===== src/rtl/bus_mux_arb_if.sv =====
// Bus-source side and consumer side of the priority bus multiplexer, bundled.
// The master drives sources and clr_stats; the slave (the mux) returns the bus and status.
interface bus_mux_arb_if #(
   parameter int WIDTH   = 32,
   parameter int NUM_SRC = 24,
   parameter int CNT_W   = 16
);
   localparam int SEL_W = $clog2(NUM_SRC + 1);

   logic [NUM_SRC*WIDTH-1:0] src_data;
   logic [NUM_SRC-1:0]       src_out;
   logic                     clr_stats;
   logic [WIDTH-1:0]         bus_out;
   logic                     bus_valid;
   logic [SEL_W-1:0]         sel_idx;
   logic                     conflict;
   logic                     err_sticky;
   logic [SEL_W-1:0]         err_idx;
   logic [CNT_W-1:0]         xfer_count;

   modport master (
      output src_data, src_out, clr_stats,
      input  bus_out, bus_valid, sel_idx, conflict, err_sticky, err_idx, xfer_count
   );

   modport slave (
      input  src_data, src_out, clr_stats,
      output bus_out, bus_valid, sel_idx, conflict, err_sticky, err_idx, xfer_count
   );
endinterface


===== src/rtl/bus_mux_arb.sv =====
// Fixed-priority (lowest index wins) bus multiplexer with optional output register,
// optional hold-last-value, sticky multi-driver error capture and a saturating transfer counter.
module bus_mux_arb #(
   parameter int WIDTH     = 32,
   parameter int NUM_SRC   = 24,
   parameter int REG_OUT   = 1,
   parameter int HOLD_LAST = 0,
   parameter int CNT_W     = 16
) (
   input  logic             clock,
   input  logic             clear_n,
   bus_mux_arb_if.slave     mux
);
   localparam int SEL_W = $clog2(NUM_SRC + 1);

   logic [SEL_W-1:0] sel;
   logic [WIDTH-1:0] word;
   logic [WIDTH-1:0] raw;
   logic             any_en;
   logic             multi_en;

   logic [WIDTH-1:0] hold_q;
   logic             err_q;
   logic [SEL_W-1:0] err_idx_q;
   logic [CNT_W-1:0] xfer_q;

   // Scanning downward leaves the lowest set index as the final assignment.
   always_comb begin
      sel  = '1;
      word = '0;
      for (int i = NUM_SRC - 1; i >= 0; i--) begin
         if (mux.src_out[i]) begin
            sel  = SEL_W'(i);
            word = mux.src_data[i*WIDTH +: WIDTH];
         end
      end
   end

   assign any_en   = |mux.src_out;
   assign multi_en = (mux.src_out & (mux.src_out - NUM_SRC'(1))) != '0;
   assign raw      = any_en ? word : ((HOLD_LAST != 0) ? hold_q : '0);

   assign mux.sel_idx  = sel;
   assign mux.conflict = multi_en;

   always_ff @(posedge clock or negedge clear_n) begin
      if (!clear_n) begin
         hold_q <= '0;
      end else if (any_en) begin
         hold_q <= word;
      end
   end

   // A conflict coinciding with clr_stats re-arms the capture with the current winner.
   always_ff @(posedge clock or negedge clear_n) begin
      if (!clear_n) begin
         err_q     <= 1'b0;
         err_idx_q <= '0;
      end else if (multi_en && (!err_q || mux.clr_stats)) begin
         err_q     <= 1'b1;
         err_idx_q <= sel;
      end else if (mux.clr_stats) begin
         err_q     <= 1'b0;
         err_idx_q <= '0;
      end
   end

   always_ff @(posedge clock or negedge clear_n) begin
      if (!clear_n) begin
         xfer_q <= '0;
      end else if (mux.clr_stats) begin
         xfer_q <= '0;
      end else if (any_en && (xfer_q != '1)) begin
         xfer_q <= xfer_q + CNT_W'(1);
      end
   end

   assign mux.err_sticky = err_q;
   assign mux.err_idx    = err_idx_q;
   assign mux.xfer_count = xfer_q;

   generate
      if (REG_OUT != 0) begin : g_reg_out
         logic [WIDTH-1:0] out_q;
         logic             valid_q;

         always_ff @(posedge clock or negedge clear_n) begin
            if (!clear_n) begin
               out_q   <= '0;
               valid_q <= 1'b0;
            end else begin
               out_q   <= raw;
               valid_q <= any_en;
            end
         end

         assign mux.bus_out   = out_q;
         assign mux.bus_valid = valid_q;
      end else begin : g_comb_out
         assign mux.bus_out   = raw;
         assign mux.bus_valid = any_en;
      end
   endgenerate
endmodule


===== src/flat_wrapper.sv =====
// flat-port wrapper written by rule: the top's interface ports become plain ports
module bus_mux_arb_flat 
#(
   parameter int WIDTH     = 32,
   parameter int NUM_SRC   = 24,
   parameter int REG_OUT   = 1,
   parameter int HOLD_LAST = 0,
   parameter int CNT_W     = 16
)
  (clock, clear_n, mux_src_data, mux_src_out, mux_clr_stats, mux_bus_out, mux_bus_valid, mux_sel_idx, mux_conflict, mux_err_sticky, mux_err_idx, mux_xfer_count);
  bus_mux_arb_if #(.WIDTH(WIDTH), .NUM_SRC(NUM_SRC), .CNT_W(CNT_W)) mux_i ();
  input  logic clock;
  input  logic clear_n;
  input wire logic [$bits(mux_i.src_data)-1:0] mux_src_data;
  input wire logic [$bits(mux_i.src_out)-1:0] mux_src_out;
  input wire logic [$bits(mux_i.clr_stats)-1:0] mux_clr_stats;
  output wire logic [$bits(mux_i.bus_out)-1:0] mux_bus_out;
  output wire logic [$bits(mux_i.bus_valid)-1:0] mux_bus_valid;
  output wire logic [$bits(mux_i.sel_idx)-1:0] mux_sel_idx;
  output wire logic [$bits(mux_i.conflict)-1:0] mux_conflict;
  output wire logic [$bits(mux_i.err_sticky)-1:0] mux_err_sticky;
  output wire logic [$bits(mux_i.err_idx)-1:0] mux_err_idx;
  output wire logic [$bits(mux_i.xfer_count)-1:0] mux_xfer_count;
  assign mux_i.src_data = mux_src_data;
  assign mux_i.src_out = mux_src_out;
  assign mux_i.clr_stats = mux_clr_stats;
  assign mux_bus_out = mux_i.bus_out;
  assign mux_bus_valid = mux_i.bus_valid;
  assign mux_sel_idx = mux_i.sel_idx;
  assign mux_conflict = mux_i.conflict;
  assign mux_err_sticky = mux_i.err_sticky;
  assign mux_err_idx = mux_i.err_idx;
  assign mux_xfer_count = mux_i.xfer_count;
  bus_mux_arb #(.WIDTH(WIDTH), .NUM_SRC(NUM_SRC), .REG_OUT(REG_OUT), .HOLD_LAST(HOLD_LAST), .CNT_W(CNT_W)) u_core (.clock(clock), .clear_n(clear_n), .mux(mux_i));
endmodule

===== config.mk =====
export PLATFORM = sky130hd
export DESIGN_NAME = bus_mux_arb_flat
export DESIGN_NICKNAME = d
export VERILOG_FILES = /design/src/rtl/bus_mux_arb_if.sv /design/src/rtl/bus_mux_arb.sv /design/src/flat_wrapper.sv
export SDC_FILE = /design/constraint.sdc
export NUM_CORES = 1
export LEC_CHECK = 0
export CORE_AREA = 2 2 334 336
export DETAILED_ROUTE_END_ITERATION = 8
export DIE_AREA = 0 0 336 338
export DONT_BUFFER_PORTS = 1
export GPL_TIMING_DRIVEN = 0
export MAX_ROUTING_LAYER = met4
export PLACE_DENSITY = 0.3
export SLEW_MARGIN = 20
export SYNTH_ARGS = -nofsm -noshare
export SYNTH_HDL_FRONTEND = slang
export SYNTH_SLANG_ARGS = --single-unit

===== constraint.sdc =====
create_clock -name clock -period 7.88 [get_ports clock]
set_input_delay 2.364 -clock clock [delete_from_list [all_inputs] [get_ports clock]]
set_output_delay 2.364 -clock clock [all_outputs]
set_load 0.1 [all_outputs]

==> results.json <==
{
  "status": "completed",
  "total_power_mw": 1.38,
  "p_leak_nw": 3.96,
  "cts.path.max_buffers": 2,
  "synthSimpleGateAreaFrac_pct": 18.7,
  "n_fill_cell": 12971,
  "synth.avg_cell_area_um2": 6.60,
  "syn_inst": 1435,
  "die_w_um": 336,
  "setup_ws_ns": 0.125,
  "hpwl_um": 105000,
  "detailroute.via_count": 13294,
  "synth-compound-area-share_pct": 48.5,
  "cts_tree": "built",
  "drt_pass1_iterations": 5,
  "cts.reportedPaths.clkPinSlew_ns": 0.10,
  "synth_top_family_by_area": "compound AO/OA/AOI/OAI gates",
  "grt_pass1_wl_um": 144000,
  "die_area_mm2": 0.114,
  "drt_iter0_markers": 1120,
  "synth_xor_area_share_pct": 1.20,
  "slew_headroom_pct": 20.5,
  "rsz0062_at_grt": "false",
  "portBuffers": 0,
  "finalWirelength_um": 120000,
  "initial_core_util_pct": 8.60,
  "startpoint_type": "primary input",
  "cts-htree-levels": 2,
  "utilization_pct": 10.8,
  "post_cts_buffers": 0,
  "skew_ns": 0.00374,
  "critPathMaxFanout": 5,
  "dp_cells": 2939,
  "synth_edf_count": 0,
  "drc": 0,
  "dpl_cell_area_mm2": 0.0116,
  "core_area_mm2": 0.110,
  "synth_cell_types": 58,
  "via_per_inst": 4.43,
  "cp.required_ns": 5.52,
  "critical_path_class": "primary input to output pin",
  "ant_nets": 0,
  "clkLatencyLatePin_ns": 0.35,
  "yosys_warnings": 0,
  "post_drt_wl_per_cell_um": 40.0,
  "ys_seq_elements": 55,
  "grt_pass1_vias": 12906,
  "synth_fa_ha_area_share_pct": 0.238,
  "drive_gt1_share_pct": 5.68,
  "timing.final.crit_share_pct": 98.4,
  "tightestPinTransition_ns": 1.18,
  "grt-ovfl-total": 0,
  "min_period_ns": 7.75,
  "cts_hold_buf": 0,
  "nets": 2255,
  "setup_viol": 0,
  "slew_violations": 0,
  "die_h_um": 338,
  "grt_max_degree": 56,
  "async_flop_share_pct": 100,
  "place_ws_ns": -0.360,
  "yosys-top-cells-area": "dfrtp_1 15%, a221o_1 9.9%, o22ai_1 8.3%, nand2_1 7.0%, inv_1 6.9%",
  "syn2layout_area_growth_pct": 26.1,
  "cts_inserted_buffers": 5,
  "num_rows": 122,
  "hold_depth": 2,
  "r2r_slack_ns": 5.03,
  "clock.fmax_ghz": 0.129,
  "finish.instance_area_mm2": 0.0119,
  "final_cells": 3001,
  "cap_violations": 0,
  "synth_top_area_share_pct": 14.5,
  "end_kind": "output pin",
  "power.density_mw_per_mm2": 115,
  "antenna_found_initial": 54,
  "syn-cell-area_mm2": 0.00947,
  "reg2reg_depth": 7,
  "synth_flop_cell": "dfrtp_1",
  "synth_nets": 2231,
  "synth.largest_area_cell": "dfrtp_1",
  "muxShareOfSynthArea_pct": 3.38,
  "ys_seq_area_share_pct": 14.5,
  "synth_commonest_cells": "176 x nand2_1, 175 x inv_1, 146 x clkbuf_1, 125 x o22ai_1, 109 x a21oi_1",
  "arrival_ns": 5.39,
  "grt_usage_pct": 20.5,
  "ios": 856,
  "cts_sinks": 55,
  "synth_most_common_cell": "nand2_1",
  "ir_drop_uv": 83.9,
  "hold_viol": 0,
  "worstHoldPathType": "flip-flop to flip-flop",
  "cts-root-buf": "clkbuf_16",
  "globalplace.congestion": 0.946
}
critical path, stage by stage:
cell and delay (ns):
clkbuf_1 0.36, nor2_1 0.20, o31a_1 0.32, o31ai_1 0.86
a21boi_0 0.23, o21ai_1 0.49, inv_1 0.55
kinds of logic after synthesis:
group                      Yosys count
AOI/OAI and AO/OA                  621
and+or+nand+nor                    373
buffers and inverters              339
DFF                                 55
muxes                               32
xor gates and xnor gates            13
adders and majority gates            2
final timing paths:
| path | from | to |
|---|---|---|
| setup / recovery | mux_src_out[21] | mux_sel_idx[1] |
| setup reg to reg | u_core.mux.xfer_count[4] | u_core.mux.xfer_count[15] |
| min in group asynchronous | clear_n | u_core.mux.xfer_count[15] |
| hold / removal | u_core.mux.xfer_count[1] | u_core.mux.xfer_count[1] |
| hold reg to reg | u_core.mux.xfer_count[1] | u_core.mux.xfer_count[1] |
| max in group asynchronous | clear_n | u_core.mux.bus_out[12] |
metal layers:
layer / up-vias / track usage [%] / wire length [µm]
li1: 5635 / - / -
met1: 6621 / 23.7 / 49600
met2: 884 / 33.2 / 56800
met3: 154 / 6.77 / 9900
met4: 0 / 6.92 / 3850
met5: - / - / 0
metrics by stage:
step,TNS (ns),hold WS [ns]
6_report,0,1.05
3_5_place_dp,-0.694,1.04
3_3_place_gp,-1.50,1.04
5_1_grt,0,1.08
2_1_floorplan,0,0.993
4_1_cts,0,1.05
layout make-up:
class | count | area, µm² | area share, %
antenna | 53 | 133 | 1.11
tap | 1488 | 1860 | 15.6
timing repair buffer | 18 | 160 | 1.34
clock inverter | 3 | 31.3 | 0.262
clock buffer | 5 | 125 | 1.05
sequential | 55 | 1380 | 11.5
buffer | 161 | 639 | 5.35
multi-input combinational | 1041 | 6940 | 58.2
inverter | 177 | 668 | 5.60
cells in the final DEF (no fill, tap or decap), types with 6 or more instances in the layout:
master	synthesis	routed
o21ai_0	44	43
a211oi_1	63	63
nand3_1	7	7
a221o_1	94	94
clkbuf_2	0	17
o211ai_1	32	32
xor2_1	12	12
clkbuf_1	146	125
mux2i_1	32	32
inv_1	175	174
buf_4	0	12
a311oi_1	32	20
o22ai_1	125	125
nand2_1	176	176
a221oi_1	65	63
diode_2	0	53
a21oi_1	109	109
nor3_1	38	35
nor2b_1	6	6
buf_1	15	14
a311o_1	32	32
dfrtp_1	55	54
nand3b_1	32	32
nor2_1	63	60
a311oi_2	0	12
nand4_1	12	12
report_power, final:
group	switching, mW	total [mW]	internal [mW]	leakage (nW)
sequential	0.168	0.465	0.298	0.685
clock	0.168	0.293	0.125	0.0782
combinational	0.457	0.621	0.163	3.19
sequential cells by signal, summed over array words and instances (netlist names):
register               cells
u_core.mux.bus_out        32
u_core.mux.err_idx         5
u_core.mux.bus_valid       1
u_core.mux.xfer_count     16
u_core.mux.err_sticky      1
what timing repair did:
item	CTS	global route
gates resized for setup	11	4
hold endpoints to repair	0	0
setup endpoints to repair	2	2
cloned	0	0
No activity file was read; power rests on OpenSTA's default activity.
